### config.mk
export PLATFORM = sky130hd
export DESIGN_NAME = decode_stage
export DESIGN_NICKNAME = d
export VERILOG_FILES = /design/src/rtl/decode_pkg.sv /design/src/rtl/decode_comb.sv /design/src/rtl/decode_stage.sv
export SDC_FILE = /design/constraint.sdc
export NUM_CORES = 1
export LEC_CHECK = 0
export CAP_MARGIN = 30
export CORE_UTILIZATION = 56
export CTS_CLUSTER_DIAMETER = 200
export DETAILED_ROUTE_END_ITERATION = 10
export GPL_TIMING_DRIVEN = 0
export PLACE_DENSITY_LB_ADDON = 0.25
export SYNTH_ARGS = -nofsm -noshare
export SYNTH_HDL_FRONTEND = slang
export SYNTH_HIERARCHICAL = 1
export SYNTH_SLANG_ARGS = --single-unit
### constraint.sdc
create_clock -name clk -period 3.2 [get_ports clk]
set_input_delay 0.48 -clock clk [delete_from_list [all_inputs] [get_ports clk]]
set_output_delay 0.48 -clock clk [all_outputs]
set_load 0.01 [all_outputs]
### src/rtl/decode_pkg.sv
// rtl/decode_pkg.sv - shared opcodes, class indices and decoded-bundle type for the decode stage
package decode_pkg;

    localparam int CLASS_W = 10;

    localparam logic [6:0] OPC_LUI    = 7'b0110111;
    localparam logic [6:0] OPC_AUIPC  = 7'b0010111;
    localparam logic [6:0] OPC_JAL    = 7'b1101111;
    localparam logic [6:0] OPC_JALR   = 7'b1100111;
    localparam logic [6:0] OPC_BRANCH = 7'b1100011;
    localparam logic [6:0] OPC_LOAD   = 7'b0000011;
    localparam logic [6:0] OPC_STORE  = 7'b0100011;
    localparam logic [6:0] OPC_OP_IMM = 7'b0010011;
    localparam logic [6:0] OPC_OP     = 7'b0110011;
    localparam logic [6:0] OPC_FENCE  = 7'b0001111;
    localparam logic [6:0] OPC_SYSTEM = 7'b1110011;

    localparam int CLS_LUI    = 0;
    localparam int CLS_AUIPC  = 1;
    localparam int CLS_JAL    = 2;
    localparam int CLS_JALR   = 3;
    localparam int CLS_BRANCH = 4;
    localparam int CLS_LOAD   = 5;
    localparam int CLS_STORE  = 6;
    localparam int CLS_OP_IMM = 7;
    localparam int CLS_OP     = 8;
    localparam int CLS_MISC   = 9;

    // Every base-ISA immediate fits in 32 bits; consumers sign-extend to XLEN.
    typedef struct packed {
        logic [31:0]        instruction;
        logic [6:0]         opcode;
        logic [4:0]         rd;
        logic [4:0]         rs1;
        logic [4:0]         rs2;
        logic [2:0]         funct3;
        logic [6:0]         funct7;
        logic [31:0]        immediate;
        logic [CLASS_W-1:0] cls;
        logic               illegal;
    } decode_bundle_t;

endpackage

### src/rtl/decode_comb.sv
// rtl/decode_comb.sv - combinational instruction-to-bundle decode; FENCE/SYSTEM gated by DECODE_SYSTEM_EN
module decode_comb
    import decode_pkg::*;
#(
    parameter int XLEN = 32
) (
    input  logic [31:0]    instruction,
    output decode_bundle_t bundle
);

    logic [31:0] imm_i, imm_s, imm_b, imm_u, imm_j;
    logic [2:0]  f3;
    logic [6:0]  f7;

    assign f3    = instruction[14:12];
    assign f7    = instruction[31:25];
    assign imm_i = {{20{instruction[31]}}, instruction[31:20]};
    assign imm_s = {{20{instruction[31]}}, instruction[31:25], instruction[11:7]};
    assign imm_b = {{19{instruction[31]}}, instruction[31], instruction[7],
                    instruction[30:25], instruction[11:8], 1'b0};
    assign imm_u = {instruction[31:12], 12'b0};
    assign imm_j = {{11{instruction[31]}}, instruction[31], instruction[19:12],
                    instruction[20], instruction[30:21], 1'b0};

    always_comb begin
        decode_bundle_t d;
        logic legal;
        d = '0;
        legal = 1'b0;
        d.instruction = instruction;
        if (instruction[1:0] == 2'b11) begin
            d.opcode = instruction[6:0];
            case (instruction[6:0])
                OPC_LUI, OPC_AUIPC: begin
                    legal = 1'b1;
                    d.rd = instruction[11:7];
                    d.immediate = imm_u;
                    d.cls[(instruction[6:0] == OPC_LUI) ? CLS_LUI : CLS_AUIPC] = 1'b1;
                end
                OPC_JAL: begin
                    legal = 1'b1;
                    d.rd = instruction[11:7];
                    d.immediate = imm_j;
                    d.cls[CLS_JAL] = 1'b1;
                end
                OPC_JALR, OPC_LOAD, OPC_OP_IMM: begin
                    d.rd = instruction[11:7];
                    d.rs1 = instruction[19:15];
                    d.funct3 = f3;
                    d.immediate = imm_i;
                    if (instruction[6:0] == OPC_JALR) begin
                        legal = (f3 == 3'b000);
                        d.cls[CLS_JALR] = 1'b1;
                    end else if (instruction[6:0] == OPC_LOAD) begin
                        legal = !((f3 == 3'b111) ||
                                  (XLEN == 32 && (f3 == 3'b011 || f3 == 3'b110)));
                        d.cls[CLS_LOAD] = 1'b1;
                    end else begin
                        legal = 1'b1;
                        d.cls[CLS_OP_IMM] = 1'b1;
                    end
                end
                OPC_BRANCH: begin
                    legal = !(f3 == 3'b010 || f3 == 3'b011);
                    d.rs1 = instruction[19:15];
                    d.rs2 = instruction[24:20];
                    d.funct3 = f3;
                    d.immediate = imm_b;
                    d.cls[CLS_BRANCH] = 1'b1;
                end
                OPC_STORE: begin
                    legal = !(f3[2] || (XLEN == 32 && f3 == 3'b011));
                    d.rs1 = instruction[19:15];
                    d.rs2 = instruction[24:20];
                    d.funct3 = f3;
                    d.immediate = imm_s;
                    d.cls[CLS_STORE] = 1'b1;
                end
                OPC_OP: begin
                    legal = (f7 == 7'b0000000) ||
                            (f7 == 7'b0100000 && (f3 == 3'b000 || f3 == 3'b101));
                    d.rd = instruction[11:7];
                    d.rs1 = instruction[19:15];
                    d.rs2 = instruction[24:20];
                    d.funct3 = f3;
                    d.funct7 = f7;
                    d.cls[CLS_OP] = 1'b1;
                end
`ifdef DECODE_SYSTEM_EN
                OPC_FENCE, OPC_SYSTEM: begin
                    legal = !(instruction[6:0] == OPC_SYSTEM && f3 == 3'b100);
                    d.rd = instruction[11:7];
                    d.rs1 = instruction[19:15];
                    d.funct3 = f3;
                    d.immediate = imm_i;
                    d.cls[CLS_MISC] = 1'b1;
                end
`endif
                default: legal = 1'b0;
            endcase
        end
        // Illegal words keep only the raw word and opcode for trap reporting.
        if (!legal) begin
            d.rd = '0;
            d.rs1 = '0;
            d.rs2 = '0;
            d.funct3 = '0;
            d.funct7 = '0;
            d.immediate = '0;
            d.cls = '0;
            d.illegal = 1'b1;
        end
        bundle = d;
    end

endmodule

### src/rtl/decode_stage.sv
// rtl/decode_stage.sv - registered decode stage with two-entry skid buffer and flush; DECODE_SYSTEM_EN enables FENCE/SYSTEM
module decode_stage
    import decode_pkg::*;
#(
    parameter int XLEN     = 32,
    parameter int PC_WIDTH = 32
) (
    input  logic                clk,
    input  logic                rst,
    input  logic                in_valid,
    output logic                in_ready,
    input  logic [31:0]         in_instruction,
    input  logic [PC_WIDTH-1:0] in_pc,
    input  logic                flush,
    output logic                out_valid,
    input  logic                out_ready,
    output logic [PC_WIDTH-1:0] out_pc,
    output logic [31:0]         out_instruction,
    output logic [6:0]          out_opcode,
    output logic [4:0]          out_rd,
    output logic [4:0]          out_rs1_address,
    output logic [4:0]          out_rs2_address,
    output logic [2:0]          out_funct3,
    output logic [6:0]          out_funct7,
    output logic [XLEN-1:0]     out_immediate,
    output logic [CLASS_W-1:0]  out_class,
    output logic                out_illegal
);

    decode_bundle_t      dec, out_q, skid_q;
    logic [PC_WIDTH-1:0] out_pc_q, skid_pc_q;
    logic                out_valid_q, skid_valid_q;
    logic                in_fire, out_fire;

    decode_comb #(.XLEN(XLEN)) u_decode_comb (
        .instruction (in_instruction),
        .bundle      (dec)
    );

    assign in_ready = !skid_valid_q;
    assign in_fire  = in_valid && in_ready;
    assign out_fire = out_valid_q && out_ready;

    always_ff @(posedge clk) begin
        if (rst) begin
            out_q        <= '0;
            skid_q       <= '0;
            out_pc_q     <= '0;
            skid_pc_q    <= '0;
            out_valid_q  <= 1'b0;
            skid_valid_q <= 1'b0;
        end else if (flush) begin
            out_valid_q  <= 1'b0;
            skid_valid_q <= 1'b0;
        end else if (skid_valid_q) begin
            // in_ready is low here, so only the drain of skid into out can happen.
            if (out_fire) begin
                out_q        <= skid_q;
                out_pc_q     <= skid_pc_q;
                skid_valid_q <= 1'b0;
            end
        end else if (in_fire) begin
            if (!out_valid_q || out_ready) begin
                out_q       <= dec;
                out_pc_q    <= in_pc;
                out_valid_q <= 1'b1;
            end else begin
                skid_q       <= dec;
                skid_pc_q    <= in_pc;
                skid_valid_q <= 1'b1;
            end
        end else if (out_fire) begin
            out_valid_q <= 1'b0;
        end
    end

    assign out_valid       = out_valid_q;
    assign out_pc          = out_pc_q;
    assign out_instruction = out_q.instruction;
    assign out_opcode      = out_q.opcode;
    assign out_rd          = out_q.rd;
    assign out_rs1_address = out_q.rs1;
    assign out_rs2_address = out_q.rs2;
    assign out_funct3      = out_q.funct3;
    assign out_funct7      = out_q.funct7;
    assign out_immediate   = XLEN'($signed(out_q.immediate));
    assign out_class       = out_q.cls;
    assign out_illegal     = out_q.illegal;

endmodule

==> flow_metrics.env <==
export IMPL_ioPinCount=210
export IMPL_period_needed_ps=3050
export IMPL_hold_ws_ps=219
export IMPL_hold_viol_final=0
export IMPL_antenna_found_initial=0
export IMPL_portBuffers=205
export IMPL_dp_cells=2114
export IMPL_synth_avg_cell_area_sq_um=9.77
export IMPL_synth_edf_count=0
export IMPL_grt_overflow=0
export IMPL_placed_area_sq_mm=0.0178
export IMPL_drcViolationCount=0
export IMPL_nFillCells=2111
export IMPL_grt_max_degree=19
export IMPL_power_density_mw_per_mm2=422
export IMPL_die_area_sq_mm=0.0279
export IMPL_r2r_end="skid_q[89]"
export IMPL_stdcell_count=2170
export IMPL_finalCritPeriodShare=0.954
export IMPL_start_kind="input port"
export IMPL_cts_tree="done"
export IMPL_worst_slew_pin_slew_ps=849
export IMPL_grt_first_pass_wirelength_mm=62.2
export IMPL_slew_viol_final=0
export IMPL_wl_per_cell_microns=18.1
export IMPL_worstPathMaxFanout=9
export IMPL_fin_util=0.700
export IMPL_dp_hpwl_mm=28.3
export IMPL_dp_slack_ps=-530
export IMPL_synth_seq_cells=280
export IMPL_reg2reg_slack_ps=720
export IMPL_fin_ws_ps=146
export IMPL_track_usage=0.277
export IMPL_power_ir_vdd_worst_mv=0.369
export IMPL_synthFlopType="dfxtp_1"
export IMPL_rsz0062_at_grt="false"
export IMPL_synthToLayoutAreaGrowth_pct=23.0
export IMPL_ys_warn_count=6
export IMPL_rr_startpoint="skid_valid_q"
export IMPL_fin_worst_skew_ps=11.7
export IMPL_fin_tns_setup_ps=0
export IMPL_drt_antenna_violating_nets=0
export IMPL_cts_num_sinks=280
export IMPL_vias_per_cell=5.36
export IMPL_fmax_ghz=0.327
export IMPL_required_ps=3630
export IMPL_synthCells=1561
export IMPL_hold_end="skid_q[78]"
export IMPL_placementRows=60
export IMPL_design_area_sq_mm=0.0187
export IMPL_critPathCaptureType="register"
export IMPL_chipHeight_microns=167
export IMPL_relSlewSlack=0.420
export IMPL_finalNetCount=1876
export IMPL_vias=11630
export IMPL_antenna_cells=0
export IMPL_wirelength_mm=39.2
export IMPL_ys_types=46
export IMPL_drv_cap=0
export IMPL_finalSetupViolCount=0
export IMPL_rr_worst_depth=5
export IMPL_drt_iter0_drc=832
export IMPL_die_x_microns=167
export IMPL_place_congestion=0.907
export IMPL_worst_skew_pair_late_latency_ps=560
export IMPL_outcome="finished, final reports clean"
export IMPL_crit_arrival_ps=3490
export IMPL_grt_pass1_vias=11911
export IMPL_synth_area_sq_mm=0.0152
export IMPL_hold_depth=3
export IMPL_yosysSeqAreaShare=0.368
export IMPL_clockRootBuffer="clkbuf_16"
export IMPL_cts_made_buffers=31
export IMPL_p_total_mw=7.90
export IMPL_async_flop_share=0
export IMPL_htreeDepth=1
export IMPL_clkTransAtPathRegs_ps=60
export IMPL_initial_core_util=0.569
export IMPL_core_area_sq_mm=0.0268
export IMPL_cts_buffer_depth=3
export IMPL_min_delay_start="in_instruction[3]"
export IMPL_leakagePower_nw=6.96
export IMPL_hold_path_class="in2reg"
export IMPL_holdBufCountCts=0
export IMPL_final_layout_size_suffix_gt1_frac=0.153
export IMPL_critPathKind="in2reg"
export IMPL_firstDrtPassIters=5
[registers in the layout (all words and copies together) (netlist names)]
| register | count |
|---|---|
| out_instruction | 32 |
| out_rs2_address | 5 |
| skid_valid_q | 1 |
| skid_pc_q | 32 |
| out_illegal | 1 |
| out_opcode | 7 |
| out_funct7 | 7 |
| out_valid | 1 |
| out_immediate | 32 |
| out_pc | 32 |
| skid_q | 107 |
| out_rs1_address | 5 |
| out_class | 10 |
| out_rd | 5 |
| out_funct3 | 3 |
[kinds of logic after synthesis]
group | count (synthesis) | synth area share
muxes | 419 | 0.311
DFF | 280 | 0.368
and+or+nand+nor | 658 | 0.243
AOI/OAI and AO/OA | 40 | 0.0183
xor gates and xnor gates | 1 | 0.000575
buffers and inverters | 162 | 0.0593
other | 1 | 0.000246
[worst max path at each step]
stage | slack [ps] | start | endpoint | cells past startpoint
after floorplan | 630 | in_instruction[6] | out_immediate[28] | 10
after global placement | -480 | in_instruction[0] | out_immediate[5] | 10
after detailed placement | -530 | in_instruction[0] | out_immediate[5] | 10
after CTS | 20 | in_instruction[0] | out_immediate[7] | 10
after global routing | 40 | in_instruction[0] | out_immediate[25] | 10
final | 150 | in_instruction[0] | out_rs1_address[4] | 9
[worst max-delay path, cell delays in order]
cell and delay (ps):
clkdlybuf4s50_1 730, nand3_2 320, nor4_1 430, a221oi_4 120
nor3_2 660, nor2b_1 200, mux2i_1 200, nor2_1 70
mux2_2 270
[cell type report]
cell class | instances | area [sq um] | share of cell area
multi-input cells | 1125 | 8760 | 0.467
inverters | 6 | 22.5 | 0.00120
repair buffers | 208 | 2080 | 0.111
clock inverters | 3 | 17.5 | 0.000934
clock buffers | 52 | 955 | 0.0509
flip-flops and latches | 280 | 5610 | 0.299
plain buffers | 155 | 878 | 0.0468
well taps | 341 | 427 | 0.0228
[synth_stat cells, types with 2 or more instances]
library cell,number,area share
inv_1,6,0.0015
a211oi_1,2,0.00098
mux2_2,30,0.022
and2_1,3,0.0012
nor4_1,4,0.0016
and3_1,6,0.0025
nor2b_1,156,0.064
buf_2,36,0.012
buf_6,11,0.0081
clkbuf_1,63,0.016
nand2b_1,281,0.12
o21ai_0,11,0.0036
buf_4,45,0.022
nand2_1,32,0.0079
mux2_1,10,0.0074
nor2_1,159,0.039
a21oi_1,13,0.0043
nor3_1,5,0.0016
mux2_4,100,0.098
dfxtp_1,280,0.37
mux2i_1,279,0.18
a22oi_1,5,0.0025
[cell usage in the layout (no fill, tap or decap), types with 2 or more instances in the layout]
cell type / synthesis / routed
clkdlybuf4s50_1: 0 / 205
mux2_4: 100 / 100
clkbuf_8: 0 / 10
inv_1: 6 / 6
buf_6: 11 / 11
nor4_1: 4 / 4
clkbuf_16: 0 / 31
a211oi_1: 2 / 2
and3_1: 6 / 6
mux2i_1: 279 / 279
buf_4: 45 / 47
nand2b_1: 281 / 281
dfxtp_1: 280 / 280
a21oi_1: 13 / 13
and2_1: 3 / 3
nor2_1: 159 / 159
nor3_2: 1 / 2
clkbuf_1: 63 / 73
clkinv_2: 0 / 2
a22oi_1: 5 / 5
nor2b_1: 156 / 156
conb_1: 1 / 7
buf_2: 36 / 36
o21ai_0: 11 / 11
mux2_2: 30 / 30
nor3_1: 5 / 4
nand2_1: 32 / 32
mux2_1: 10 / 10
[power by group]
group | total (mW) | switching [mW] | internal, mW
Sequential | 3.58 | 0.0303 | 3.55
Combinational | 0.893 | 0.435 | 0.458
Clock | 3.43 | 1.43 | 2.00
[per-layer routing]
metal / vias up / track usage / wire length (microns)
met2: 335 / 0.464 / 18400
li1: 5611 / - / -
met5: - / 0 / 0
met1: 5592 / 0.357 / 17500
met3: 92 / 0.0475 / 2060
met4: 0 / 0.102 / 1300
[repair_timing]
item	4_1_cts	5_1_grt
buffers inserted	0	2
gates resized for setup	0	1
pin swaps	0	1
gates cloned	0	0
setup endpoints to repair	1	10
Power figures use the tool's default switching activity.
